<file path="config.mk">
export PLATFORM = sky130hd
export DESIGN_NAME = alarm_bank
export DESIGN_NICKNAME = d
export VERILOG_FILES = /design/src/rtl/alarm_bank_pkg.sv /design/src/rtl/alarm_bank_bcd_time_add.sv /design/src/rtl/alarm_bank.sv
export SDC_FILE = /design/constraint.sdc
export NUM_CORES = 1
export LEC_CHECK = 0
export CORE_AREA = 2 2 139 141
export DETAILED_ROUTE_END_ITERATION = 8
export DIE_AREA = 0 0 141 143
export HOLD_SLACK_MARGIN = 0.05
export MAX_ROUTING_LAYER = met4
export PLACE_DENSITY = 0.71
export RECOVER_POWER = 25
export SLEW_MARGIN = 10
export SYNTH_ARGS = -nofsm -noshare
export SYNTH_HDL_FRONTEND = slang
export SYNTH_SLANG_ARGS = --single-unit
</file>
<file path="constraint.sdc">
create_clock -name clk -period 7.5 [get_ports clk]
set_input_delay 1.125 -clock clk [delete_from_list [all_inputs] [get_ports clk]]
set_output_delay 1.125 -clock clk [all_outputs]
set_load 0.05 [all_outputs]
</file>
<file path="src/rtl/alarm_bank_pkg.sv">
// Shared types, BCD limits and BCD helper functions for the alarm bank.
package alarm_bank_pkg;

  typedef enum logic [1:0] {
    IDLE    = 2'd0,
    RINGING = 2'd1,
    SNOOZED = 2'd2
  } state_t;

  localparam logic [7:0] MIN_MAX = 8'h59;
  localparam logic [7:0] HR_MAX  = 8'h23;

  // Increment a two-digit BCD value, wrapping to 00 once lim is reached.
  function automatic logic [7:0] bcd_inc_lim(input logic [7:0] v, input logic [7:0] lim);
    logic [7:0] r;
    if (v >= lim)
      r = 8'h00;
    else if (v[3:0] == 4'h9)
      r = {v[7:4] + 4'h1, 4'h0};
    else
      r = {v[7:4], v[3:0] + 4'h1};
    return r;
  endfunction

  function automatic logic [7:0] bcd_inc_min(input logic [7:0] v);
    return bcd_inc_lim(v, MIN_MAX);
  endfunction

  function automatic logic [7:0] bcd_inc_hr(input logic [7:0] v);
    return bcd_inc_lim(v, HR_MAX);
  endfunction

  function automatic logic [7:0] bcd_to_bin(input logic [7:0] v);
    return ({4'h0, v[7:4]} * 8'd10) + {4'h0, v[3:0]};
  endfunction

  function automatic logic [7:0] bin_to_bcd(input logic [7:0] v);
    logic [7:0] t;
    logic [7:0] o;
    t = v / 8'd10;
    o = v - (t * 8'd10);
    return {t[3:0], o[3:0]};
  endfunction

endpackage

</file>
<file path="src/rtl/alarm_bank_bcd_time_add.sv">
// Combinational hours:minutes + ADD_MIN minutes in BCD, with hour carry and 24h wrap.
module bcd_time_add
  import alarm_bank_pkg::*;
#(
  parameter int ADD_MIN = 9
) (
  input  logic [7:0] hours,
  input  logic [7:0] minutes,
  output logic [7:0] sum_hours,
  output logic [7:0] sum_minutes
);

  logic [7:0] m_sum;
  logic [7:0] h_sum;

  // Add in binary, fold minutes past 59 into the hour, then wrap the day.
  always_comb begin
    m_sum = bcd_to_bin(minutes) + 8'(ADD_MIN);
    h_sum = bcd_to_bin(hours);
    if (m_sum >= 8'd60) begin
      m_sum = m_sum - 8'd60;
      h_sum = h_sum + 8'd1;
    end
    if (h_sum >= 8'd24)
      h_sum = h_sum - 8'd24;
    sum_hours   = bin_to_bcd(h_sum);
    sum_minutes = bin_to_bcd(m_sum);
  end

endmodule

</file>
<file path="src/rtl/alarm_bank.sv">
// Multi-alarm engine: settable BCD alarm registers, match detection,
// ring/snooze FSM with automatic timeout, and beeper/display-blank drive.
module alarm_bank
  import alarm_bank_pkg::*;
#(
  parameter int NUM_ALARMS     = 4,
  parameter int SEL_W          = 2,
  parameter int SNOOZE_MIN     = 9,
  parameter int RING_TIMEOUT_S = 60
) (
  input  logic                  clk,
  input  logic                  rst_n,
  input  logic                  tick_1hz,
  input  logic                  tick_set,
  input  logic                  tick_beep,
  input  logic [7:0]            clock_hours,
  input  logic [7:0]            clock_minutes,
  input  logic [7:0]            clock_seconds,
  input  logic [SEL_W-1:0]      sel,
  input  logic                  set_mode,
  input  logic                  set_hours,
  input  logic                  set_minutes,
  input  logic [NUM_ALARMS-1:0] arm_en,
  input  logic                  snooze,
  input  logic                  alarm_reset,
  output logic [7:0]            disp_hours,
  output logic [7:0]            disp_minutes,
  output logic                  ringing,
  output logic                  snoozed,
  output logic [SEL_W-1:0]      ring_id,
  output logic                  beep,
  output logic                  output_en
);

  localparam logic [7:0] RING_LAST = 8'(RING_TIMEOUT_S - 1);

  logic [7:0]       alarm_hr  [NUM_ALARMS];
  logic [7:0]       alarm_min [NUM_ALARMS];
  state_t           state;
  state_t           state_next;
  logic [7:0]       ring_cnt;
  logic [7:0]       tgt_hours;
  logic [7:0]       tgt_minutes;
  logic [7:0]       snz_hours;
  logic [7:0]       snz_minutes;
  logic             match;
  logic [SEL_W-1:0] match_id;
  logic             armed_cur;
  logic             minute_edge;
  logic             snooze_hit;

  bcd_time_add #(.ADD_MIN(SNOOZE_MIN)) u_snooze_add (
    .hours       (clock_hours),
    .minutes     (clock_minutes),
    .sum_hours   (snz_hours),
    .sum_minutes (snz_minutes)
  );

  // Alarm registers; a select with no matching entry writes nothing.
  always_ff @(posedge clk) begin
    for (int k = 0; k < NUM_ALARMS; k++) begin
      if (!rst_n) begin
        alarm_hr[k]  <= 8'h00;
        alarm_min[k] <= 8'h00;
      end else if (set_mode && tick_set && (sel == SEL_W'(k))) begin
        if (set_hours)   alarm_hr[k]  <= bcd_inc_hr(alarm_hr[k]);
        if (set_minutes) alarm_min[k] <= bcd_inc_min(alarm_min[k]);
      end
    end
  end

  // Display mux, match search (lowest index wins) and armed status of the active alarm.
  always_comb begin
    disp_hours   = 8'h00;
    disp_minutes = 8'h00;
    match        = 1'b0;
    match_id     = '0;
    armed_cur    = 1'b0;
    minute_edge  = tick_1hz && (clock_seconds == 8'h00);
    for (int k = NUM_ALARMS - 1; k >= 0; k--) begin
      if (sel == SEL_W'(k)) begin
        disp_hours   = alarm_hr[k];
        disp_minutes = alarm_min[k];
      end
      if (ring_id == SEL_W'(k))
        armed_cur = arm_en[k];
      if (minute_edge && arm_en[k] && (clock_hours == alarm_hr[k]) &&
          (clock_minutes == alarm_min[k])) begin
        match    = 1'b1;
        match_id = SEL_W'(k);
      end
    end
    snooze_hit = minute_edge && (clock_hours == tgt_hours) && (clock_minutes == tgt_minutes);
  end

  // FSM state register.
  always_ff @(posedge clk) begin
    if (!rst_n) state <= IDLE;
    else        state <= state_next;
  end

  // FSM next-state logic.
  always_comb begin
    state_next = state;
    case (state)
      IDLE:    if (match) state_next = RINGING;
      RINGING: begin
        if (!armed_cur || alarm_reset)              state_next = IDLE;
        else if (snooze)                            state_next = SNOOZED;
        else if (tick_1hz && (ring_cnt == RING_LAST)) state_next = IDLE;
      end
      SNOOZED: begin
        if (alarm_reset || !armed_cur) state_next = IDLE;
        else if (snooze_hit)           state_next = RINGING;
      end
      default: state_next = IDLE;
    endcase
  end

  // Ring bookkeeping: active ID, seconds rung, snooze target and beeper toggle.
  always_ff @(posedge clk) begin
    if (!rst_n) begin
      ring_id     <= '0;
      ring_cnt    <= 8'd0;
      tgt_hours   <= 8'h00;
      tgt_minutes <= 8'h00;
      beep        <= 1'b0;
    end else begin
      if ((state == IDLE) && match)
        ring_id <= match_id;
      if ((state != RINGING) || (state_next != RINGING))
        ring_cnt <= 8'd0;
      else if (tick_1hz)
        ring_cnt <= ring_cnt + 8'd1;
      if ((state == RINGING) && (state_next == SNOOZED)) begin
        tgt_hours   <= snz_hours;
        tgt_minutes <= snz_minutes;
      end
      beep <= ((state == RINGING) && (state_next == RINGING)) ? (beep ^ tick_beep) : 1'b0;
    end
  end

  // FSM outputs; the display blanks in step with the beeper while ringing.
  always_comb begin
    ringing   = (state == RINGING);
    snoozed   = (state == SNOOZED);
    output_en = !(ringing && beep);
  end

endmodule

</file>
==> results_dict.tcl <==
set metrics [dict create \
    finalHoldViolCount 0 \
    yosys-top-cells-area "edfxtp_1, ha_1, xnor2_1, dfxtp_1, xor2_1" \
    cts.sink_count 93 \
    synth.yosys.warnings 0 \
    drt-initial-drc-count 572 \
    cp_common_cell "ha_1" \
    regArea_um2 2500 \
    final_cells 1235 \
    power_density_nw_per_um2 230 \
    hold_depth 2 \
    crit_fanout 8 \
    setup_viol 0 \
    synth_flop_cell "edfxtp_1" \
    max_clock_freq_mhz 143 \
    rows 50 \
    synthArstFlopShare_pct 0 \
    tns_ns 0 \
    rsz0062_at_grt "false" \
    synth_enable_flop_cells 64 \
    rr_worst_depth 8 \
    cts_tree "yes" \
    cp-end-kind "flip-flop" \
    syn_area_um2 8290 \
    final_common_cell "nor2_1" \
    core-area_um2 18600 \
    die_x_um 141 \
    drt_wl_total_um 21600 \
    cpPeakStageDelay_ns 0.45 \
    start_util_pct 44.6 \
    ioPinCount 62 \
    mostFrequentLayoutCells "nor2_1, xnor2_1, nand2_1" \
    clock_path_buffers 2 \
    crit_family "compound AO/OA/AOI/OAI gates" \
    grt_overflow 0 \
    synth_area_per_cell_um2 9.06 \
    grt_antenna_before_repair 0 \
    hp-class "flip-flop to flip-flop" \
    timing.final.crit_share_pct 93.3 \
    area_growth_pct 16.2 \
    vias 7178 \
    fillerInstances 1714 \
    cts-root-buf "clkbuf_16" \
    fp.dieH_um 143 \
    clkLatencyLatePin_ns 0.35 \
    crit_buf_inv 4 \
    vdd_drop_max_v 0.000133 \
    detail_route.vias_per_cell 5.81 \
    final_nets 1105 \
    drive_above_1_share_pct 9.49 \
    critPathLaunchType "input port" \
    cts_setup_buffers 0 \
    dp.cells 1219 \
    crit_type "input port to flip-flop" \
    yosysUniqueCellTypes 82 \
    wl_per_cell_um 17.5 \
    timing.rr.end "ring_cnt[2]" \
    dieArea_um2 20200 \
    hold_ws_ns 0.470 \
    clk_pin_slew_worst_paths_ns 0.06 \
    grt_max_degree 28 \
    diodes 0 \
    yosysSeqAreaShare_pct 30.2 \
    finalCriticalPeriod_ns 6.99 \
    drv_slew 0 \
    gp_congestion 0.934 \
    first_pass_iters 5 \
    synth_top_area_share_pct 23.2 \
    fin_skew_ns 0.0109 \
    status "finished, final reports clean" \
    r2r_slack_ns 4.48 \
    required_ns 7.77 \
    multi_input_area_um2 5490 \
    slew_headroom_pct 28.5 \
    synth_top_area_cell "edfxtp_1" \
    grt_pass1_wl_um 34800 \
    p_leak_nw 3.69 \
    r2r-start "alarm_min[1][1]" \
    critPathSlowestCell "clkdlybuf4s50_1" \
    min_to "tgt_hours[7]" \
    worst_pin_slew_ns 1.07 \
    grt_pass1_vias 6731 \
    synthesis.instances 915 \
    io_buffers 61 \
    synth_seq_cells 93 \
    ant_nets 0 \
    h-tree-depth 3 \
    fin_util_pct 51.8 \
    drcViolationCount 0 \
    hpwl_um 16900 \
    total_power_mw 2.21 \
    arrival_ns 7.26 \
    grt_usage_pct 22.3 \
    cap_viol_max_count 0 \
    cts_buffers 9 \
    hold_start "tgt_hours[7]" \
]
[worst max-delay path by stage]
stage	startpoint	to	slack (ns)	depth (start not counted)
2_1_floorplan	clock_minutes[3]	tgt_hours[3]	0.41	31
3_3_place_gp	clock_minutes[5]	tgt_hours[3]	0.30	30
3_5_place_dp	clock_minutes[4]	tgt_hours[3]	0.17	30
4_1_cts	clock_minutes[5]	tgt_hours[3]	0.49	30
5_1_grt	clock_minutes[4]	tgt_hours[3]	0.02	28
6_report	clock_minutes[4]	tgt_hours[3]	0.51	28
[cell type report]
type                    instances  area share [%]
clock buffers                  12            2.53
clock inverters                 4           0.312
inverters                      48            1.87
multi-input cells             746            57.0
flip-flops and latches         93            26.0
well taps                     234            3.04
repair buffers                 98            9.22
[logic make-up (layout without fill, tap and decap cells)]
logic type / Yosys count / in the layout / synth area share, %
AND/OR/NAND/NOR: 325 / 325 / 19.0
AO/OA/AOI/OAI: 178 / 178 / 14.9
XOR/XNOR: 133 / 133 / 14.5
flip-flops: 93 / 93 / 30.2
buffers and inverters: 87 / 162 / 4.12
adder cells (fa/ha/maj): 69 / 69 / 11.0
multiplexers: 29 / 29 / 6.27
other: 1 / 12 / 0.0452
[where the power goes]
part	total (mW)	switching [mW]	internal, mW
Clock	0.432	0.197	0.235
Combinational	1.18	0.676	0.505
Sequential	0.598	0.0311	0.567
[cells in the mapped netlist, drive strengths merged, types with 14 or more instances]
master  count
nor2      111
xnor2      77
nand2      70
edfxtp     64
ha         63
xor2       55
inv        45
a21oi      40
o21ai      39
nand3      36
clkbuf     32
dfxtp      29
nand4      22
a211oi     17
mux4       17
nor4       15
nor3       14
[sequential cells by signal (all words and copies together), names as in the netlist]
signal / flops
ring_cnt: 8
ring_id: 2
tgt_hours: 8
state: 2
alarm_hr: 32
beep: 1
alarm_min: 32
tgt_minutes: 8
[per-stage QoR]
step,setup slack [ns],instance area [µm²]
floorplan,0.410,8330
global placement,0.302,9350
detailed placement,0.170,9350
CTS,0.494,9620
global route,0.0234,9630
finish,0.506,9630
[layer usage]
metal  share of wire, %  vias to the layer above  track usage, %
li1                   -                     3460               -
met1                 45                     3399            29.9
met2                 46                      274            34.9
met4                2.6                        0            7.63
met3                6.4                       45            3.25
met5                  0                        -               -
[what timing repair did]
action	in CTS	in global routing
setup endpoints to repair	0	2
hold buffers	0	0
gates resized for setup	0	3
[tightest hold or removal path, stage by stage (launching register included)]
cell and delay (ns):
dfxtp_1 0.32, nand2_1 0.05, a21oi_1 0.05
(Power assumes the default switching activity.)
